===== config.mk =====
export PLATFORM = sky130hd
export DESIGN_NAME = uart_tx_arbiter
export DESIGN_NICKNAME = d
export VERILOG_FILES = /design/src/rtl/uart_tx_arbiter.sv
export SDC_FILE = /design/constraint.sdc
export NUM_CORES = 1
export LEC_CHECK = 0
export CAP_MARGIN = 10
export CORE_MARGIN = 2
export CORE_UTILIZATION = 43
export CTS_CLUSTER_DIAMETER = 100
export DETAILED_ROUTE_END_ITERATION = 10
export GPL_TIMING_DRIVEN = 0
export PLACE_DENSITY_LB_ADDON = 0.08
export SLEW_MARGIN = 20
export SYNTH_ARGS = -nofsm -noshare
export SYNTH_HDL_FRONTEND = slang
export SYNTH_SLANG_ARGS = --single-unit

===== constraint.sdc =====
create_clock -name clk -period 2.15 [get_ports clk]
set_input_delay 0.43 -clock clk [delete_from_list [all_inputs] [get_ports clk]]
set_output_delay 0.43 -clock clk [all_outputs]
set_load 0.01 [all_outputs]

===== src/rtl/uart_tx_arbiter.sv =====
// rtl/uart_tx_arbiter.sv - round-robin arbiter sharing one UART transmitter among NREQ byte producers
// Optional packet lock (lock port) enabled by defining UART_ARB_LOCK_EN.
module uart_tx_arbiter #(
  parameter int NREQ         = 4,
  parameter int BUSY_TIMEOUT = 16
) (
  input  logic              clk,
  input  logic              rst,
  input  logic [NREQ-1:0]   req,
  input  logic [8*NREQ-1:0] req_data,
  output logic [NREQ-1:0]   gnt,
  output logic              tx_load,
  output logic [7:0]        tx_data,
  input  logic              tx_busy,
  output logic              arb_busy,
  output logic              err_timeout
`ifdef UART_ARB_LOCK_EN
  ,
  input  logic [NREQ-1:0]   lock
`endif
);

  localparam int IW = (NREQ > 1) ? $clog2(NREQ) : 1;
  localparam int CW = $clog2(BUSY_TIMEOUT + 1);

  typedef enum logic [1:0] {IDLE, LOAD, WAIT_BUSY, WAIT_DONE} state_t;

  state_t          state, state_nx;
  logic [IW-1:0]   ptr, ptr_nx;
  logic [IW-1:0]   win, win_nx;
  logic [CW-1:0]   cnt, cnt_nx;
  logic            hold, hold_nx;
  logic [NREQ-1:0] gnt_nx;
  logic            tx_load_nx;
  logic [7:0]      tx_data_nx;
  logic            err_nx;
  logic            lock_w;
  logic            locked_now;
  logic [IW-1:0]   base;
  logic            found;
  logic [IW-1:0]   pick;
  logic            grant_ok;
  logic [IW-1:0]   pick_f;

  function automatic logic [IW-1:0] next_idx(input logic [IW-1:0] x);
    if (x == IW'(NREQ - 1)) return '0;
    return x + IW'(1);
  endfunction

`ifdef UART_ARB_LOCK_EN
  assign lock_w = lock[win];
`else
  assign lock_w = 1'b0;
`endif

  // hold marks that the last byte left with its lock set; while that lock stays up only win may be served
  assign locked_now = hold && lock_w;
  assign base       = hold ? next_idx(win) : ptr;

  always_comb begin
    logic [IW-1:0] idx;
    found = 1'b0;
    pick  = '0;
    idx   = base;
    for (int i = 0; i < NREQ; i++) begin
      if (!found && req[idx]) begin
        found = 1'b1;
        pick  = idx;
      end
      idx = next_idx(idx);
    end
  end

  assign grant_ok = locked_now ? req[win] : found;
  assign pick_f   = locked_now ? win : pick;

  always_comb begin
    state_nx   = state;
    ptr_nx     = ptr;
    win_nx     = win;
    cnt_nx     = cnt;
    hold_nx    = hold;
    gnt_nx     = '0;
    tx_load_nx = 1'b0;
    tx_data_nx = tx_data;
    err_nx     = 1'b0;
    case (state)
      IDLE: begin
        if (!tx_busy && grant_ok) begin
          win_nx         = pick_f;
          tx_data_nx     = req_data[{pick_f, 3'b000} +: 8];
          gnt_nx[pick_f] = 1'b1;
          hold_nx        = 1'b0;
          state_nx       = LOAD;
        end
      end
      LOAD: begin
        tx_load_nx = 1'b1;
        cnt_nx     = '0;
        state_nx   = WAIT_BUSY;
      end
      WAIT_BUSY: begin
        cnt_nx = cnt + CW'(1);
        if (tx_busy) begin
          state_nx = WAIT_DONE;
        end else if (cnt == CW'(BUSY_TIMEOUT - 1)) begin
          // the byte is dropped; a lock never survives a dead transmitter
          err_nx   = 1'b1;
          ptr_nx   = next_idx(win);
          hold_nx  = 1'b0;
          state_nx = IDLE;
        end
      end
      WAIT_DONE: begin
        if (!tx_busy) begin
          state_nx = IDLE;
          if (lock_w) begin
            ptr_nx  = win;
            hold_nx = 1'b1;
          end else begin
            ptr_nx  = next_idx(win);
            hold_nx = 1'b0;
          end
        end
      end
      default: state_nx = IDLE;
    endcase
  end

  always_ff @(posedge clk or negedge rst) begin
    if (!rst) begin
      state       <= IDLE;
      ptr         <= '0;
      win         <= '0;
      cnt         <= '0;
      hold        <= 1'b0;
      gnt         <= '0;
      tx_load     <= 1'b0;
      tx_data     <= 8'h00;
      arb_busy    <= 1'b0;
      err_timeout <= 1'b0;
    end else begin
      state       <= state_nx;
      ptr         <= ptr_nx;
      win         <= win_nx;
      cnt         <= cnt_nx;
      hold        <= hold_nx;
      gnt         <= gnt_nx;
      tx_load     <= tx_load_nx;
      tx_data     <= tx_data_nx;
      arb_busy    <= (state_nx != IDLE);
      err_timeout <= err_nx;
    end
  end

endmodule

==> results of run 1 <==
[metrics by stage]
stage / instance area [µm²] / setup WS, ns / hold slack (ns)
2_1_floorplan: 1810 / -0.0533 / 0.134
3_3_place_gp: 2400 / -0.430 / 0.490
3_5_place_dp: 2390 / -0.502 / 0.473
4_1_cts: 2550 / -0.130 / 0.174
5_1_grt: 2690 / -0.221 / 0.202
6_report: 2690 / -0.130 / 0.154
[repair_timing]
action	CTS	global route
pin swaps	7	4
endpoints found under the setup margin	14	15
setup buffers	7	7
endpoints found under the hold margin	0	0
resized for setup	13	16
gates cloned	0	0
[state kept, by name, summed over array words and instances (netlist names)]
register and cells:
arb_busy 1, cnt 5, err_timeout 1, gnt 4, ptr 2, state 2
tx_data 8, tx_load 1, win 2
[routing by layer]
| metal | global-route usage, % | share of wire [%] | vias up |
|---|---|---|---|
| met4 | 6.13 | 1.2 | 0 |
| met3 | 2.92 | 4.0 | 4 |
| met5 | 0 | 0 | - |
| met1 | 25.4 | 45 | 780 |
| met2 | 35.7 | 50 | 40 |
| li1 | - | - | 796 |
[synthesized netlist by cell type, drive strengths merged (5+ instances only)]
library cell / n
a211oi: 9
nand2: 12
o21ai: 12
nor2: 16
ha: 8
dfrtp: 26
mux2: 5
a21oi: 6
and3: 11
mux2i: 12
inv: 10
a2111oi: 7
buf: 10
[cells by family (layout without fill, tap and decap cells)]
kind of cell / after synthesis / in the layout
AOI/OAI and AO/OA: 48 / 48
DFF: 26 / 26
xor gates and xnor gates: 1 / 1
adders and majority gates: 8 / 8
buffers and inverters: 22 / 91
muxes: 17 / 17
and+or+nand+nor: 56 / 56
[path summary, 6_finish.rpt]
path | start | endpoint | slack, ns | cells after the start
min reg2reg | win[0] | ptr[0] | 0.51 | 1
max in group asynchronous | rst | ptr[1] | 1.57 | 1
max | ptr[1] | tx_data[3] | -0.13 | 8
max reg2reg | ptr[1] | tx_data[3] | -0.13 | 8
min in group clk | win[0] | ptr[0] | 0.51 | 1
min | rst | arb_busy | 0.15 | 1
[power by group]
part           internal (mW)  switching, mW  total, mW  leakage, nW
clock network          0.164          0.156      0.320       0.0288
registers              0.677          0.117      0.795        0.322
logic                   1.50           1.38       2.88        0.779
total                   2.34           1.65       3.99         1.13
[worst register-to-register path, stage by stage, from the launching register on]
cell       delay (ns)
dfrtp_2          0.44
buf_4            0.17
mux2_4           0.33
mux2_4           0.29
o2bb2ai_2        0.18
buf_6            0.18
nand2_8          0.11
a2111oi_2        0.39
a211oi_1         0.09
[final cells by class]
type	instances	area, µm²
repair buffers	65	609
well taps	50	62.6
flip-flops and latches	26	652
plain buffers	12	119
clock buffers	4	55.1
inverters	10	37.5
multi-input cells	130	1150
fillers	307	1340
==> run_results.csv, run 1 <==
group,metric,value,unit
floorplan,rows,23,
logic_synthesis,ys_types,46,
run_status,violations,"setup timing",
logic_synthesis,synthMuxAreaShare,10.4,%
cells_and_area,area_delta_synth_final,49.3,%
timing,finClkSkew,0.00507,ns
critical_path,crit_top_cell,"mux2_4",
logic_synthesis,yosys.area.top_type,"dfrtp_1",
route,first_pass_iters,4,
floorplan,die-area,4720,µm²
pwr,leakagePower,1.13,nW
logic_synthesis,syn_avg_cell_area,10.1,µm²
cells_and_area,final_cell_mix,"clkdlybuf4s50_1 (48), dfrtp_1 (25), nor2_1 (16)",
logic_synthesis,synth_top_family_by_area,"compound AO/OA/AOI/OAI gates",
critical_path,crit_type,"flip-flop to flip-flop",
timing,rsz0062_at_grt,"yes",
critical_path,required,2.30,ns
critical_path,crit_chain,"buf_4, mux2_4, mux2_4, o2bb2ai_2, buf_6, nand2_8, a2111oi_2, a211oi_1",
clocking,cts-root-to-sink-buffers,2,
run_status,status,"finished with violations",
timing,fin_crit,2.28,ns
global_routing,grt_overflow,0,
logic_synthesis,syn_area,1800,µm²
clocking,ctsHoldBuffers,0,
timing,fin_crit_sh,106,%
timing,fmax,439,MHz
hold_path,hold_class,"primary input to async pin",
logic_synthesis,synth-edff-count,0,
logic_synthesis,synth_area_leaders,"dfrtp_1 (36%), mux2i_1 (6.7%), a2111oi_2 (5.8%)",
timing,slew_viol_final,0,
logic_synthesis,synth_flop_cell,"dfrtp_1",
cells_and_area,diodes,0,
clocking,cts-root-buf,"clkbuf_8",
place,hpwlAfterDp,3240,µm
floorplan,design.core.area,4030,µm²
pwr,peakVddDrop,1.02,mV
clocking,htree_num_levels,1,
place,finalWeightedCongestion,0.794,
cells_and_area,fin_nets,295,
pwr,p_total,3.99,mW
clocking,clock_latency,0.27,ns
critical_path,slowest_stage,"dfrtp_2",
route,drc,0,
critical_path,critPathLaunchType,"flip-flop",
logic_synthesis,ys_async_sr_fraction,100,%
logic_synthesis,netlist_instances,178,
cells_and_area,layout_commonest_cell,"clkdlybuf4s50_1",
floorplan,start_util,44.7,%
logic_synthesis,syn-num-nets,225,
pwr,pwr_density_cell,1480,nW/µm²
critical_path,critPathMaxStageDelay,0.44,ns
cells_and_area,drive_gt1_share,24.3,%
logic_synthesis,netlist.area_leader.share,36.1,%
timing,tns,-0.869,ns
global_routing,grt_first_pass_wirelength,7070,µm
route,drtIter0Drc,59,
logic_synthesis,ys_seq_elements,26,
floorplan,die_x,68.7,µm
global_routing,antenna_found_initial,0,
timing,fin_ws,-0.130,ns
route,vias,1620,
place,placed_cells,280,
critical_path,crit_arrival,2.43,ns
floorplan,pin_count,54,
global_routing,grt_pass1_vias,1524,
critical_path,cp_top_family,"compound AO/OA/AOI/OAI gates",
critical_path,cp_max_fo,10,
logic_synthesis,synth_warnings,0,
clocking,clk_pin_slew,0.09,ns
route,drt_wl_total,4590,µm
clocking,cts_num_sinks,26,
logic_synthesis,synthSimpleGateAreaFrac,16.7,%
timing,worstMarginPinSlew,0.590,ns
global_routing,grt.total_usage,20.2,%
route,wire_per_inst,15.4,µm
clocking,cts_tree,"built",
cells_and_area,fin_util,66.7,%
place,io_buffer_count,52,
logic_synthesis,synth_compound_area_share,22.9,%
timing,slew_headroom,60.7,%
logic_synthesis,synthAdderAreaFrac,5.56,%
timing,setup_violations,9,
logic_synthesis,synth-seq-area-share,36.1,%
global_routing,grt_max_degree,27,
critical_path,critical_path_buf_inv_count,2,
run,maxCapViolations,0,
floorplan,die-height,68.7,µm
cells_and_area,fin_cells,297,
timing,final_hold_viol_count,0,
critical_path,critPathCaptureType,"flip-flop",
clocking,cts_buffers,3,
logic_synthesis,synthXorXnorAreaFrac,0.903,%
route,antenna_left,0,
route,vias_per_cell,5.45,
Note: power is estimated with default switching activity, not from simulation.
==> run 2, diff against run 1 <==
--- a/config.mk
+++ b/config.mk
@@ -7,9 +7,10 @@
 export LEC_CHECK = 0
 export CAP_MARGIN = 10
 export CORE_MARGIN = 2
-export CORE_UTILIZATION = 43
+export CORE_UTILIZATION = 50
 export CTS_CLUSTER_DIAMETER = 100
 export DETAILED_ROUTE_END_ITERATION = 10
+export DONT_BUFFER_PORTS = 1
 export GPL_TIMING_DRIVEN = 0
 export PLACE_DENSITY_LB_ADDON = 0.08
 export SLEW_MARGIN = 20
==> run 2 against run 1 <==
Effect of this change: largest cell class unchanged; first-iteration DRC count fell by 34%; worst setup slack got worse by 0.051 ns; total power rose by 9.8%; via count fell by 7.0%; hold slack improved by 0.044 ns; sequential cell count did not move; global-route usage rose by 3.3 points; register-to-register slack got worse by 0.05 ns; the flow still finishes with violations (setup timing); combinational power rose by 10%.
==> run_results.csv, run 2 (synthesis gave the netlist of run 1 again) <==
group,metric,value,unit
run_status,status,"finished with violations",
run_status,violations,"setup timing",
clocking,htree_num_levels,1,
timing,fin_crit,2.33,ns
cells_and_area,fillers,235,
pwr,switching_power,1.84,mW
timing,rsz0062_at_grt,"yes",
pwr,pwr_density_cell,1810,nW/µm²
hold_path,hold_class,"primary input to flip-flop",
clocking,cts_num_sinks,26,
cells_and_area,layout_commonest_cell,"dfrtp_1",
floorplan,design.core.area,3390,µm²
floorplan,rows,21,
route,drtIter0Drc,39,
run,maxCapViolations,0,
pwr,p_sw_share,42.0,%
timing,fin_crit_sh,108,%
clocking,cts_tree,"built",
pwr,clkPwrFrac,7.7,%
pwr,leakagePower,1.01,nW
place,io_buffer_count,0,
critical_path,crit_type,"flip-flop to flip-flop",
place,dpl_worst_slack,-0.289,ns
timing,finClkSkew,0.00177,ns
global_routing,grt_pass1_vias,1563,
route,drc,0,
route,wire_per_inst,18.3,µm
timing,slew_headroom,75.8,%
route,antenna_left,0,
pwr,power.internal,2.54,mW
cells_and_area,fin_util,71.2,%
critical_path,critPathLaunchType,"flip-flop",
route,vias_per_cell,6.05,
global_routing,grt.total_usage,23.5,%
clocking,cts-root-to-sink-buffers,2,
cells_and_area,postLayoutCellArea,2410,µm²
clocking,cts-root-buf,"clkbuf_4",
place,finalWeightedCongestion,0.763,
timing,setup_violations,11,
timing,tns,-1.34,ns
cells_and_area,largest_register_ffs,8,
cells_and_area,diodes,0,
route,first_pass_iters,4,
cells_and_area,largest-register,"tx_data",
critical_path,required,2.41,ns
clocking,clock_latency,0.32,ns
place,place_area,1870,µm²
cells_and_area,largestRegisters,"tx_data x8, cnt x5, gnt x4",
floorplan,start_util,53.1,%
cells_and_area,area_delta_synth_final,34.1,%
global_routing,grt_max_degree,27,
global_routing,grt_first_pass_wirelength,7580,µm
timing,worstMarginPinSlew,0.359,ns
clocking,cts_buffers,3,
floorplan,die-area,4100,µm²
critical_path,critPathCaptureType,"flip-flop",
route,vias,1506,
place,hpwlAfterDp,2900,µm
critical_path,cp_max_fo,5,
floorplan,pin_count,54,
route,drt_wl_total,4570,µm
floorplan,die-height,64.0,µm
pwr,combPwrFrac,72.3,%
cells_and_area,drive_gt1_share,36.5,%
timing,final_hold_viol_count,0,
floorplan,die_x,64.0,µm
timing,fin_ws,-0.181,ns
global_routing,grt_overflow,0,
timing,slew_viol_final,0,
pwr,peakVddDrop,1.25,mV
pwr,power_frac_seq,19.9,%
cells_and_area,fin_nets,251,
clocking,clk_pin_slew,0.14,ns
pwr,p_total,4.38,mW
critical_path,crit_arrival,2.59,ns
timing,fmax,429,MHz
global_routing,antenna_found_initial,0,
cells_and_area,final_cell_mix,"dfrtp_1 (25), buf_4 (16), nor2_1 (14)",
-- run 2: cell types whose count changed in the layout (fill, tap and decap cells not counted), sizes merged --
cell           previous run  this run
clkdlybuf4s50            48         0
dlygate4sd3               0         1
clkbuf                    7         5
dlygate4sd2               3         0
bufinv                    0         1
bufbuf                    0         1
buf                      23        29
-- run 2: power by group through the flow --
stage / Combinational (mW) / Clock, mW / Sequential, mW
finish: 3.17 / 0.339 / 0.872
global route: 3.39 / 0.363 / 0.890
CTS: 2.86 / 0.349 / 0.873
detailed placement: 1.87 / 0 / 0.902
global placement: 1.80 / 0 / 0.893
floorplan: 1.58 / 0 / 0.853
-- run 2: area by class of cell --
class / count / area [µm²] / share of cell area [%]
clock buffers: 3 / 22.5 / 0.933
plain buffers: 11 / 119 / 4.92
flip-flops and latches: 26 / 652 / 27.0
repair buffers: 22 / 244 / 10.1
clock inverters: 1 / 30.0 / 1.24
multi-input cells: 130 / 1250 / 51.8
well taps: 46 / 57.6 / 2.38
inverters: 10 / 37.5 / 1.56
-- run 2: through the flow --
| step | hold WS (ns) | cells |
|---|---|---|
| after detailed placement | 0.135 | 224 |
| final | 0.197 | 249 |
| after global routing | 0.188 | 249 |
| after CTS | 0.182 | 245 |
| after global placement | 0.135 | 224 |
| after floorplan | 0.134 | 178 |
-- run 2: metal layers --
| layer | global-route usage [%] | routed length [µm] |
|---|---|---|
| met5 | 0 | 0 |
| met4 | 4.35 | 23 |
| met2 | 41.9 | 2310 |
| met1 | 29.1 | 1960 |
| met3 | 5.28 | 277 |
-- run 2: final timing paths --
path / from / endpoint / slack (ns) / cells after the start
max reg2reg: ptr[1] / tx_data[6] / -0.18 / 9
min: tx_busy / ptr[0] / 0.20 / 1
min in group asynchronous: rst / ptr[0] / 0.51 / 2
max in group asynchronous: rst / ptr[1] / 1.48 / 2
min reg2reg: win[1] / win[1] / 0.51 / 1
max: ptr[1] / tx_data[6] / -0.18 / 9
-- run 2: timing repair --
action | in CTS | in global routing
endpoints found under the setup margin | 13 | 17
setup buffers | 12 | 6
hold endpoints to repair | 26 | 0
pin swaps | 21 | 14
hold buffers | 2 | 0
resized for setup | 31 | 20
gates cloned | 4 | 0
-- run 2: critical path, stage by stage (launching register included) --
cell and delay [ns]:
dfrtp_2 0.46, ha_4 0.26, bufbuf_16 0.26, buf_4 0.13, a221oi_4 0.32, o2bb2ai_4 0.11, buf_6 0.14, and3b_1 0.18
o211a_1 0.22, a211oi_2 0.18
